===== config.mk =====
export PLATFORM = sky130hd
export DESIGN_NAME = uart_byte_rx
export DESIGN_NICKNAME = d
export VERILOG_FILES = /design/src/rtl/uart_byte_rx.sv
export SDC_FILE = /design/constraint.sdc
export NUM_CORES = 1
export LEC_CHECK = 0
export BUFFER_PORTS_ARGS = -buffer_cell sky130_fd_sc_hd__buf_2
export CAP_MARGIN = 20
export CORE_AREA = 4 4 77 79
export CTS_BUF_LIST = sky130_fd_sc_hd__clkbuf_4 sky130_fd_sc_hd__clkbuf_8
export CTS_CLUSTER_DIAMETER = 200
export DETAILED_ROUTE_END_ITERATION = 16
export DIE_AREA = 0 0 81 83
export GPL_TIMING_DRIVEN = 0
export PLACE_DENSITY = 0.69
export SKIP_LAST_GASP = 1
export SLEW_MARGIN = 0
export SYNTH_ARGS = -nofsm -noshare
export SYNTH_HDL_FRONTEND = slang
export SYNTH_SLANG_ARGS = --single-unit

===== constraint.sdc =====
create_clock -name mclk -period 5.2 [get_ports mclk]
set_input_delay 1.04 -clock mclk [delete_from_list [all_inputs] [get_ports mclk]]
set_output_delay 1.04 -clock mclk [all_outputs]
set_load 0.05 [all_outputs]

===== src/rtl/uart_byte_rx.sv =====
// uart_byte_rx: 8N1 UART receiver with 16x oversampling and 2-of-3 majority vote per bit.
module uart_byte_rx #(
  parameter int BAUD0_TC = 324
) (
  input  logic       mclk,
  input  logic       rst_n,
  input  logic [3:0] baud_set,
  input  logic       rs232_rx,
  output logic [7:0] data_byte,
  output logic       rx_done,
  output logic       frame_err,
  output logic       uart_state
);
  typedef enum logic {IDLE, RECV} state_t;
  state_t      state;
  logic        s1, s2, s3, v6, v7, start_edge, tick, vote, fin;
  logic [15:0] tc_sel, tc_r, div_cnt;
  logic [3:0]  samp_cnt, bit_cnt;
  logic [7:0]  shadow;
  assign start_edge = s3 & ~s2;
  assign tick       = state == RECV && div_cnt == tc_r;
  assign vote       = (v6 & v7) | (v6 & s2) | (v7 & s2);
  // A frame ends at the mid-stop vote or at a start bit that votes high
  assign fin        = tick && samp_cnt == 4'd8 && (bit_cnt == 4'd9 || (bit_cnt == 4'd0 && vote));
  assign uart_state = state == RECV;
  always_comb
    tc_sel = baud_set == 4'd0 ? 16'(BAUD0_TC) :
             baud_set == 4'd1 ? 16'd162 :
             baud_set == 4'd2 ? 16'd80 :
             baud_set == 4'd3 ? 16'd53 :
             baud_set == 4'd4 ? 16'd26 : 16'd324;
  always_ff @(posedge mclk or negedge rst_n)
    if (!rst_n) begin
      {s1, s2, s3} <= 3'b111;
      {v6, v7}     <= 2'b11;
      state        <= IDLE;
      tc_r         <= '0;
      div_cnt      <= '0;
      samp_cnt     <= '0;
      bit_cnt      <= '0;
      shadow       <= '0;
      data_byte    <= '0;
      rx_done      <= 1'b0;
      frame_err    <= 1'b0;
    end else begin
      {s1, s2, s3} <= {rs232_rx, s1, s2};
      rx_done      <= 1'b0;
      frame_err    <= 1'b0;
      if (state == IDLE) begin
        div_cnt  <= '0;
        samp_cnt <= '0;
        bit_cnt  <= '0;
        if (start_edge) begin
          state <= RECV;
          tc_r  <= tc_sel;
        end
      end else if (fin) begin
        state    <= IDLE;
        div_cnt  <= '0;
        samp_cnt <= '0;
        bit_cnt  <= '0;
        if (bit_cnt == 4'd9) begin
          rx_done   <= vote;
          frame_err <= ~vote;
          if (vote) data_byte <= shadow;
        end
      end else if (tick) begin
        div_cnt  <= '0;
        samp_cnt <= samp_cnt + 4'd1;
        if (samp_cnt == 4'd15) bit_cnt <= bit_cnt + 4'd1;
        if (samp_cnt == 4'd6) v6 <= s2;
        if (samp_cnt == 4'd7) v7 <= s2;
        if (samp_cnt == 4'd8 && bit_cnt != 4'd0) shadow <= {vote, shadow[7:1]};
      end else begin
        div_cnt <= div_cnt + 16'd1;
      end
    end
endmodule

==> results.txt <==
number of synthesized flops with an enable pin: 0
clock transition at the registers of the reported paths: 0.07 ns
ant diodes: 0
slowest CP cell: nor4_4
post-synthesis sequential area ratio: 0.506
RSZ-0062 raised after global routing: false
Max Slew Vio Count: 0
Max-Cap Viols: 0
setup slack after layout: 3.01 ns
Pwr Density: 396 nW/um^2
antenna-violating nets left: 0
cts bufs inserted: 9
post-CTS setup buffers: 0
WL final: 5500 um
H-tree depth: 3
via/cell ratio: 5.73
Storage cell area: 1430 um^2
routed len/inst: 15.0 um
area of the multi-input gates: 1320 um^2
Filler Cells Inserted: 485
Critical Path AT: 2.40 ns
Clock Latency Late Sink: 0.33 ns
initial DRC count: 167
leakage power: 1.43 nW
syn_nets: 275
status: completed
Initial Util: 0.530
Netlist cell types: 43
number of remaining DRC errors: 0
async set-reset flop share out of synthesis: 1.00
# rows: 27
worst setup path class: reg -> reg
Die H: 83 um
number of global-route vias before repair: 2055
PortBufs: 17
crit path time final: 2.19 ns
antenna violations before repair: 0
clock sinks: 57
die width: 81 um
Ports: 18
clock skew: 0.00913 ns
Mean Syn Cell Area: 10.8 um^2
P&R area growth vs syn: 15.5%
Fmax: 457 MHz
YS warnings: 0
startpoint types: flip-flop
fin nets: 304
Post-Layout Cell Count: 367
die area: 6720 um^2
First-pass DRT Iterations: 4
Worst Setup End Kind: flip-flop
worst ir drop on vdd: 0.000290 V
Synth Cell Area: 2830 um^2
largest net degree at the start of global routing: 38
Setup violations, final: 0
slew margin rel.: 0.575
dpl cells: 351
Tightest Pin Transition: 0.621 ns
share of layout cells above drive strength 1: 0.227
Clock Tree Buf Depth: 2
estimated wirelength of the detail-placed design: 3900 um
Via Count: 2103
count of hold-fix buffers inserted at cts: 0
period utilization: 0.421
pre-CTS setup slack: 3.01 ns
cells after synthesis: 261
CP cell instances: nor4_2 > nand4_1 > nor4_4 > mux2_2
max incr delay on CP: 0.66 ns
first-pass GRT wire length: 9700 um
routability cong.: 0.836
Total GRT Usage: 0.186
Final Hold Viols: 0
CTS tree: done
CTS resizes: 0
Finished Core Util: 0.612
Synth Register Bits: 57
Setup Total Neg Slack: 0 ns
critical path peak fanout: 8
critical path data required time: 5.41 ns
core area: 5340 um^2
GR Overflow Total: 0
worst min path class: reg -> reg
Synth Flop Type: dfrtp_1
Root Buffer Master: clkbuf_8
==> cell type report <==
class,instances,share of cell area
sequential,57,0.438
tap,72,0.0276
timing repair buffer,18,0.0322
clock inverter,7,0.0364
buffer,11,0.0145
clock buffer,9,0.0379
inverter,8,0.00919
multi-input combinational,185,0.404
==> cells in the final DEF, fill, tap and decap left out, types with 2 or more instances in the layout <==
cell        synthesis  routed
a2111oi_0           3       3
o21ai_0             8       8
nor4_1              5       5
clkbuf_8            0       9
o32ai_1             2       2
bufinv_16           0       3
dfstp_2             5       5
clkbuf_1            6       6
nand4_1            10      10
o22ai_1             3       3
a21oi_1            10      10
nor3_1              4       4
nand3_1            18      18
o31ai_1             3       3
clkinvlp_4          0       2
xor2_1              5       5
xnor2_1            18      18
dfrtp_1            52      52
mux2_2             19      19
and3_1              7       7
inv_1               8       8
nand2_1            18      18
and4_1              4       4
ha_1                7       7
or3_1               5       5
a22o_1              2       2
nor2_1             16      16
buf_2               5      22
==> state kept, by name (all words and copies together), names as in the netlist <==
signal / flops
div_cnt: 16
tc_r: 9
data_byte: 8
shadow: 8
bit_cnt: 4
samp_cnt: 4
frame_err: 1
rx_done: 1
s1: 1
s2: 1
s3: 1
uart_state: 1
v6: 1
v7: 1
==> critical path, delay by kind of cell, from the launching register on <==
kind	cells	cell delay (ns)
flip-flops	1	0.43
multiplexers	1	0.41
AND/OR/NAND/NOR	3	1.23
==> metal layers <==
| layer | wire (um) | GRT usage | vias up |
|---|---|---|---|
| li1 | - | - | 1015 |
| met1 | 2780 | 0.276 | 1030 |
| met2 | 2450 | 0.252 | 54 |
| met3 | 235 | 0.0607 | 4 |
| met4 | 36 | 0.0676 | 0 |
| met5 | 0 | 0 | - |
==> Yosys cell counts (5+ instances only) <==
| cell | count | area [um^2] |
|---|---|---|
| xor2_1 | 5 | 43.8 |
| nor4_1 | 5 | 31.3 |
| inv_1 | 8 | 30.0 |
| nand2_1 | 18 | 67.6 |
| buf_2 | 5 | 25.0 |
| nand3_1 | 18 | 90.1 |
| o21ai_0 | 8 | 40.0 |
| clkbuf_1 | 6 | 22.5 |
| a21oi_1 | 10 | 50.1 |
| and3_1 | 7 | 43.8 |
| nor2_1 | 16 | 60.1 |
| or3_1 | 5 | 31.3 |
| dfstp_2 | 5 | 131 |
| dfrtp_1 | 52 | 1300 |
| xnor2_1 | 18 | 158 |
| nand4_1 | 10 | 62.6 |
| ha_1 | 7 | 87.6 |
| mux2_2 | 19 | 214 |
==> where the power goes <==
part	switching (mW)	internal [mW]
logic	0.165	0.0898
clock network	0.187	0.318
registers	0.0471	0.487
==> path summary, 6_finish.rpt <==
path	start	to	slack (ns)	cells after the start
setup / recovery	div_cnt[9]	data_byte[5]	3.01	4
hold / removal	s1	s2	0.36	0
setup reg to reg	div_cnt[9]	data_byte[5]	3.01	4
hold reg to reg	s1	s2	0.36	0
max in group asynchronous	rst_n	v7	3.91	2
min in group asynchronous	rst_n	rx_done	0.66	1
==> stage by stage <==
stage	power [mW]	hold WS [ns]	cell area, um^2
after CTS	1.30	0.357	3270
after global routing	1.37	0.360	3270
final	1.29	0.356	3270
after detailed placement	0.794	0.348	3030
after global placement	0.786	0.347	3010
after floorplan	0.720	0.345	2830
==> cell families after synthesis <==
family	count (synthesis)	share of synthesized area
AND/OR/NAND/NOR	97	0.192
flip-flops	57	0.506
adder cells (fa/ha/maj)	8	0.0345
buffers and inverters	19	0.0274
XOR/XNOR	23	0.0712
multiplexers	20	0.0791
AO/OA/AOI/OAI	37	0.0898
No activity file was read; power rests on OpenSTA's default activity.
